--- src/rtl/student_fir_sample_seq.sv ---
// Sample delay-line sequencer: writes each new sample into the ring through port A,
// then streams the newest NumTaps samples (newest first) out of port B to the MAC lanes.
module student_fir_sample_seq #(
  parameter int AddrWidth = 10,
  parameter int DataSize  = 16,
  parameter int NumTaps   = 1024
) (
  input  logic                 clk_i,
  input  logic                 rst_ni,
  input  logic                 clear_i,
  input  logic                 sample_valid_i,
  input  logic [DataSize-1:0]  sample_i,
  output logic                 ena_o,
  output logic                 wea_o,
  output logic [AddrWidth-1:0] addra_o,
  output logic [DataSize-1:0]  dia_o,
  output logic                 enb_o,
  output logic [AddrWidth-1:0] addrb_o,
  input  logic [DataSize-1:0]  dob_i,
  output logic                 tap_valid_o,
  output logic [DataSize-1:0]  tap_data_o,
  output logic [AddrWidth-1:0] tap_idx_o,
  output logic                 tap_first_o,
  output logic                 tap_last_o,
  output logic                 busy_o,
  output logic                 overflow_o
);

  typedef enum logic [1:0] {IDLE, WRITE, READ, DRAIN} state_e;

  localparam logic [AddrWidth-1:0] LastK = AddrWidth'(NumTaps - 1);
  localparam logic [AddrWidth-1:0] One   = AddrWidth'(1);

  state_e               state;
  logic [AddrWidth-1:0] wr_ptr;
  logic [AddrWidth-1:0] base_q;
  logic [AddrWidth-1:0] k;
  logic [DataSize-1:0]  data_q;
  logic [DataSize-1:0]  pend_q;
  logic                 pend_full;
  logic                 overflow_q;
  logic                 tap_valid_q;
  logic [AddrWidth-1:0] tap_idx_q;
  logic                 tap_first_q;
  logic                 tap_last_q;

  // NOTE: every register here uses <= so all state updates see the same pre-edge
  // values regardless of statement order; = in a clocked block creates order races.
  always_ff @(posedge clk_i or negedge rst_ni) begin
    if (!rst_ni) begin
      state       <= IDLE;
      wr_ptr      <= '0;
      base_q      <= '0;
      k           <= '0;
      data_q      <= '0;
      pend_q      <= '0;
      pend_full   <= 1'b0;
      overflow_q  <= 1'b0;
      tap_valid_q <= 1'b0;
      tap_idx_q   <= '0;
      tap_first_q <= 1'b0;
      tap_last_q  <= 1'b0;
    end else if (clear_i) begin
      // RAM contents, base_q and the data registers are deliberately left alone.
      state       <= IDLE;
      wr_ptr      <= '0;
      k           <= '0;
      pend_full   <= 1'b0;
      overflow_q  <= 1'b0;
      tap_valid_q <= 1'b0;
      tap_idx_q   <= '0;
      tap_first_q <= 1'b0;
      tap_last_q  <= 1'b0;
    end else begin
      // Tap markers are delayed one cycle to line up with the RAM read latency.
      tap_valid_q <= (state == READ);
      tap_idx_q   <= (state == READ) ? k : '0;
      tap_first_q <= (state == READ) && (k == '0);
      tap_last_q  <= (state == READ) && (k == LastK);

      if (sample_valid_i && (state == WRITE || state == READ)) begin
        if (!pend_full) begin
          pend_q    <= sample_i;
          pend_full <= 1'b1;
        end else begin
          overflow_q <= 1'b1;
        end
      end

      case (state)
        IDLE: begin
          if (sample_valid_i) begin
            data_q <= sample_i;
            state  <= WRITE;
          end
        end
        WRITE: begin
          base_q <= wr_ptr;
          wr_ptr <= wr_ptr + One;
          k      <= '0;
          state  <= READ;
        end
        READ: begin
          k <= k + One;
          if (k == LastK) state <= DRAIN;
        end
        DRAIN: begin
          // The slot is consumed here, so a sample arriving now refills it.
          if (pend_full) begin
            data_q    <= pend_q;
            state     <= WRITE;
            pend_full <= sample_valid_i;
            if (sample_valid_i) pend_q <= sample_i;
          end else if (sample_valid_i) begin
            data_q <= sample_i;
            state  <= WRITE;
          end else begin
            state <= IDLE;
          end
        end
        default: state <= IDLE;
      endcase
    end
  end

  assign ena_o       = (state == WRITE);
  assign wea_o       = (state == WRITE);
  assign addra_o     = (state == WRITE) ? wr_ptr : '0;
  assign dia_o       = (state == WRITE) ? data_q : '0;
  assign enb_o       = (state == READ);
  assign addrb_o     = (state == READ) ? (base_q - k) : '0;
  assign busy_o      = (state != IDLE);
  assign overflow_o  = overflow_q;
  assign tap_valid_o = tap_valid_q;
  assign tap_data_o  = tap_valid_q ? dob_i : '0;
  assign tap_idx_o   = tap_idx_q;
  assign tap_first_o = tap_first_q;
  assign tap_last_o  = tap_last_q;

endmodule

--- config.mk ---
export PLATFORM = sky130hd
export DESIGN_NAME = student_fir_sample_seq
export DESIGN_NICKNAME = d
export VERILOG_FILES = /design/src/rtl/student_fir_sample_seq.sv
export SDC_FILE = /design/constraint.sdc
export NUM_CORES = 1
export LEC_CHECK = 0
export CAP_MARGIN = 5
export CELL_PAD_IN_SITES_DETAIL_PLACEMENT = 1
export CELL_PAD_IN_SITES_GLOBAL_PLACEMENT = 1
export CORE_AREA = 4 4 89 153
export DETAILED_ROUTE_END_ITERATION = 10
export DIE_AREA = 0 0 93 157
export PLACE_DENSITY_LB_ADDON = 0.08
export SYNTH_ARGS = -nofsm -noshare
export SYNTH_HDL_FRONTEND = slang
export SYNTH_SLANG_ARGS = --single-unit
--- constraint.sdc ---
create_clock -name clk_i -period 1.9 [get_ports clk_i]
set_input_delay 0.38 -clock clk_i [delete_from_list [all_inputs] [get_ports clk_i]]
set_output_delay 0.38 -clock clk_i [all_outputs]
set_load 0.02 [all_outputs]
==> results of run 1 <==
worst max-delay path: stages (launching register included):
cell and delay (ps):
dfrtp_1 380, buf_4 190, fa_2 250, nor2b_4 60, o2111ai_2 190, nand3_2 150
or3_1 340, and3_4 160, buf_6 120
routing by layer:
metal | track usage, % | routed length, µm | vias up
met4 | 7.13 | 293 | 0
met3 | 3.11 | 590 | 19
li1 | - | - | 1799
met1 | 20.7 | 4930 | 1952
met2 | 39.9 | 8180 | 92
met5 | 0 | 0 | -
worst paths after layout:
check	endpoint	slack, ps	cells past startpoint
worst max-delay path	addrb_o[6]	-640	8
worst min-delay path	base_q[4]	10	1
worst max register to register	pend_q[2]	40	8
worst min register to register	overflow_o	510	2
max in group asynchronous	tap_valid_o	1300	2
min in group clk_i	overflow_o	510	2
synth_stat cells (3+ instances only):
master / instances / area share [%]
a21oi_1: 26 / 3.1
nor2b_1: 7 / 1.1
o22ai_1: 17 / 2.6
clkbuf_1: 11 / 1.0
nand3_1: 9 / 1.1
o21ai_0: 17 / 2.1
nor3_1: 5 / 0.60
nor2_1: 44 / 4.0
and2_1: 44 / 6.7
mux2i_1: 5 / 1.2
nand2b_1: 7 / 1.1
dfrtp_1: 79 / 48
inv_1: 15 / 1.4
xnor2_1: 3 / 0.64
ha_1: 17 / 5.1
mux2_2: 26 / 7.1
xor2_1: 7 / 1.5
o21bai_1: 3 / 0.54
or3_1: 3 / 0.45
and3_1: 4 / 0.60
nand2_1: 23 / 2.1
cells by family (layout without fill, tap and decap cells):
| group | count (synthesis) | count (layout) | share of synthesized area (%) |
|---|---|---|---|
| simple gates | 163 | 163 | 21.0 |
| compound gates | 79 | 79 | 11.7 |
| flops | 79 | 79 | 47.8 |
| buf+inv | 33 | 231 | 3.42 |
| mux | 31 | 31 | 8.29 |
| fa+ha+maj | 18 | 18 | 5.63 |
| xor+xnor | 10 | 10 | 2.12 |
registers in the layout, summed over array words and instances, names as in the netlist:
signal and flops:
tap_first_o 1, data_q 16, pend_q 16, tap_valid_o 1, overflow_o 1, k 10
wr_ptr 10, state 2, base_q 10, pend_full 1, tap_idx_o 10, tap_last_o 1
repair_timing:
action / in CTS / in global routing
resized for setup: 326 / 28
setup endpoints to repair: 73 / 68
pin swaps: 17 / 16
gates cloned: 3 / 1
setup buffers: 18 / 16
layout by cell type (no fill, tap or decap), types with 4 or more instances in the layout:
master and n:
buf_12 5, a21oi_2 5, ha_1 7, ha_4 9, dlygate4sd2_1 16, clkdlybuf4s50_1 48
nor2b_1 5, buf_4 72, buf_6 48, mux2_2 10, inv_1 9, a21oi_1 22
and2_1 18, inv_2 6, nand3_1 8, nor2_1 42, o22ai_1 16, nand2b_1 6
xor2_1 7, mux2_4 16, dfrtp_1 78, nand2_1 22, clkbuf_16 10, and2_4 26
o21ai_0 15, nor3_1 5, buf_2 4
cell type report:
cell class / count / area share [%]
Clock inverter: 5 / 1.20
Tap cell: 168 / 3.05
Timing Repair Buffer: 198 / 27.6
Sequential cell: 79 / 28.7
Multi-Input combinational cell: 301 / 35.2
Clock buffer: 11 / 3.37
Inverter: 17 / 0.961
power by group:
group	leakage [nW]	total, mW	switching (mW)	internal, mW
Sequential	1.02	2.40	0.295	2.10
Combinational	2.03	4.35	1.93	2.42
Clock	0.142	1.82	0.666	1.15
==> flow_metrics.tcl, run 1 <==
set metrics [dict create \
    cts_tree "done" \
    slew_viol_final 0 \
    power.total_mw 8.57 \
    drc_errors 0 \
    critPathKind "flop to output pin" \
    clk_pin_slew_ps 60 \
    synth_ff_type "dfrtp_1" \
    initial_core_util_pct 33.3 \
    layout-area-overhead-vs-synth_pct 66.8 \
    dpl_cell_area_um2 5980 \
    drt-vias-per-instance 4.96 \
    multi_input_area_um2 2430 \
    yosys_warnings 0 \
    h-tree-depth 3 \
    status "finished, violations left" \
    period_needed_ps 2540 \
    p_per_area_nw_per_um2 1240 \
    num_io_pins 106 \
    grt_use_total_pct 20.1 \
    syn_area_um2 4140 \
    clk_latency_ps 330 \
    leakage_nw 3.19 \
    hold_class "input port to asynchronous set/reset pin" \
    cts_made_buffers 9 \
    first_pass_iters 4 \
    fin_nets 660 \
    antennaDiodeCount 0 \
    grt_pass1_vias 4372 \
    regArea_um2 1980 \
    drive_gt1_share_pct 41.2 \
    worstPathRequired_ps 1520 \
    grt_overflow 0 \
    ys_seq_area_share_pct 47.8 \
    synth_edf_count 0 \
    critPathLaunch "k[1]" \
    die_height_um 157 \
    grt_max_degree 33 \
    worst_setup_path_start_kind "flop" \
    netlist_instances 413 \
    worstReg2RegStart "state[1]" \
    relSlewSlack_pct 61.7 \
    wl_per_cell_um 18.0 \
    arrival_ps 2160 \
    pre_cts_ws_ps -839 \
    avgSynthCellArea_um2 10.0 \
    n_fill_cell 1397 \
    synth.distinct_cells 51 \
    finClkSkew_ps 8.82 \
    finalHoldViolations 0 \
    max-clock-path-buffers 2 \
    die_w_um 93 \
    dieArea_um2 14600 \
    setup_violations 31 \
    period_share_pct 134 \
    tns_ps -5870 \
    finalWorstSetupSlack_ps -637 \
    hold_buffers 0 \
    grt_pass1_wl_mm 22.9 \
    port_buffers 105 \
    worst_pin_slew_ps 573 \
    end_kind "output pin" \
    antenna_found_initial 0 \
    async_reset_ff_share_pct 100 \
    row_count 54 \
    core_area_um2 12400 \
    vias 3862 \
    ir_drop_mv 0.795 \
    root_buffer "clkbuf_16" \
    routabilityCongestion 0.805 \
    holdWs_ps 10.3 \
    violations "negative setup slack" \
    design_area_um2 6900 \
    wl_mm 14.0 \
    ant_nets 0 \
    clkSinkCount 79 \
    finish.utilization_pct 55.5 \
    dp.cells 736 \
    syn-num-nets 467 \
    maxCapViolations 0 \
    yosys_register_bits 79 \
    layout.cells.non_filler 779 \
    hpwl_mm 10.0 \
    critPathMaxFanout 5 \
    drt_iter0_markers 121 \
    rsz0062_at_grt "yes" \
    max_freq_mhz 394 \
]
(Power assumes the default switching activity.)
==> inputs of run 2 (changes only) <==
REMOVE_ABC_BUFFERS = 1   (was default)
==> flow_metrics.tcl, run 2 (synthesized netlist as in run 1, its figures left out) <==
set metrics [dict create \
    routabilityCongestion 0.805 \
    p_per_area_nw_per_um2 1290 \
    critPathMostFrequentCell "buf_6" \
    root_buffer "clkbuf_16" \
    h-tree-depth 3 \
    layout.cells.non_filler 792 \
    drc_errors 0 \
    port_buffers 105 \
    hold_class "flop to flop" \
    die_height_um 157 \
    n_fill_cell 1379 \
    dieArea_um2 14600 \
    layout-area-overhead-vs-synth_pct 74.8 \
    leakage_nw 3.34 \
    worst_setup_path_start_kind "flop" \
    initial_core_util_pct 33.3 \
    critPathKind "flop to output pin" \
    first_pass_iters 4 \
    path_buf_inv 4 \
    grt_overflow 0 \
    ant_nets 0 \
    multi_input_area_um2 2490 \
    slowest_stage "fa_2" \
    fin_nets 673 \
    arrival_ps 2220 \
    wl_mm 15.6 \
    num_io_pins 106 \
    grt_use_total_pct 21.0 \
    wl_per_cell_um 19.7 \
    relSlewSlack_pct 70.6 \
    drive_gt1_share_pct 45.0 \
    antenna_found_initial 0 \
    cts_tree "done" \
    maxCapViolations 0 \
    design_area_um2 7230 \
    worst_pin_slew_ps 441 \
    slew_viol_final 0 \
    antennaDiodeCount 0 \
    core_area_um2 12400 \
    final_common_cell "dfrtp_1" \
    die_w_um 93 \
    setup_violations 55 \
    grt_pass1_vias 4299 \
    path_delay_family "adder cells" \
    max-clock-path-buffers 2 \
    drt-vias-per-instance 4.95 \
    finish.utilization_pct 58.2 \
    regArea_um2 1980 \
    status "finished, violations left" \
    clk_pin_slew_ps 60 \
    largest_registers "data_q: 16 flops, pend_q: 16 flops" \
    vias 3918 \
    row_count 54 \
    holdWs_ps 511 \
    period_needed_ps 2600 \
    rsz0062_at_grt "yes" \
    grt_max_degree 32 \
    dpl_cell_area_um2 5890 \
    crit_chain "inv_1, ha_2, fa_2, nor2b_4, buf_4, buf_6, o21a_1, nor3_1, and3b_1, buf_6" \
    clkSinkCount 79 \
    max_freq_mhz 385 \
    clk_latency_ps 340 \
    critPathMaxFanout 2 \
    period_share_pct 137 \
    finalHoldViolations 0 \
    slowest_delay_ps 400 \
    violations "negative setup slack" \
    ir_drop_mv 0.775 \
    finClkSkew_ps 12.0 \
    finalWorstSetupSlack_ps -698 \
    cts_made_buffers 9 \
    worstPathRequired_ps 1520 \
    grt_pass1_wl_mm 23.4 \
    dp.cells 736 \
    final_cell_mix "dfrtp_1, buf_4, buf_6" \
    end_kind "output pin" \
    drt_iter0_markers 94 \
    hpwl_mm 9.78 \
]
[run 2: final cells by class]
cell class | count | share of cell area [%]
Inverter | 17 | 0.952
Multi-Input combinational cell | 301 | 34.5
Sequential cell | 79 | 27.4
Clock buffer | 10 | 3.30
Tap cell | 168 | 2.91
Clock inverter | 6 | 1.28
Timing Repair Buffer | 211 | 29.7
[run 2: final timing paths]
check                           from         end  slack (ps)  cells after the start
min in group asynchronous     rst_ni  data_q[13]         540                      2
max                        base_q[0]  addrb_o[4]        -700                     10
max reg2reg                 state[1]  pend_q[14]         -60                      9
min                        pend_q[2]   pend_q[2]         510                      1
min reg2reg                pend_q[2]   pend_q[2]         510                      1
max in group asynchronous     rst_ni   data_q[4]         810                      3
[run 2: layer usage]
metal  wire length [µm]  global-route usage (%)  up-vias
met5                  0                       0        -
met4                520                    8.04        0
met3                475                    3.44       24
met2               9300                    42.4       94
met1               5330                    20.6     1957
li1                   -                       -     1843
[run 2: timing repair]
item / in CTS / in global routing
buffers inserted: 24 / 15
pin swaps: 19 / 24
endpoints found under the hold margin: 28 / 0
hold buffers: 1 / 0
gates cloned: 4 / 2
gates resized for setup: 336 / 82
setup endpoints to repair: 77 / 96
[run 2: power by group]
| group | leakage (nW) | internal [mW] | switching [mW] |
|---|---|---|---|
| combinational | 2.16 | 2.79 | 2.18 |
| clock | 0.155 | 1.19 | 0.732 |
| sequential | 1.02 | 2.10 | 0.327 |
[run 2: through the flow]
| stage | setup TNS [ps] | setup slack (ps) | total power [mW] |
|---|---|---|---|
| final | -9960 | -698 | 9.33 |
| after global routing | -13870 | -831 | 9.82 |
| after CTS | -12520 | -713 | 8.89 |
| after detailed placement | -15200 | -957 | 5.55 |
| after global placement | -13670 | -881 | 5.46 |
| after floorplan | -11010 | -436 | 3.98 |
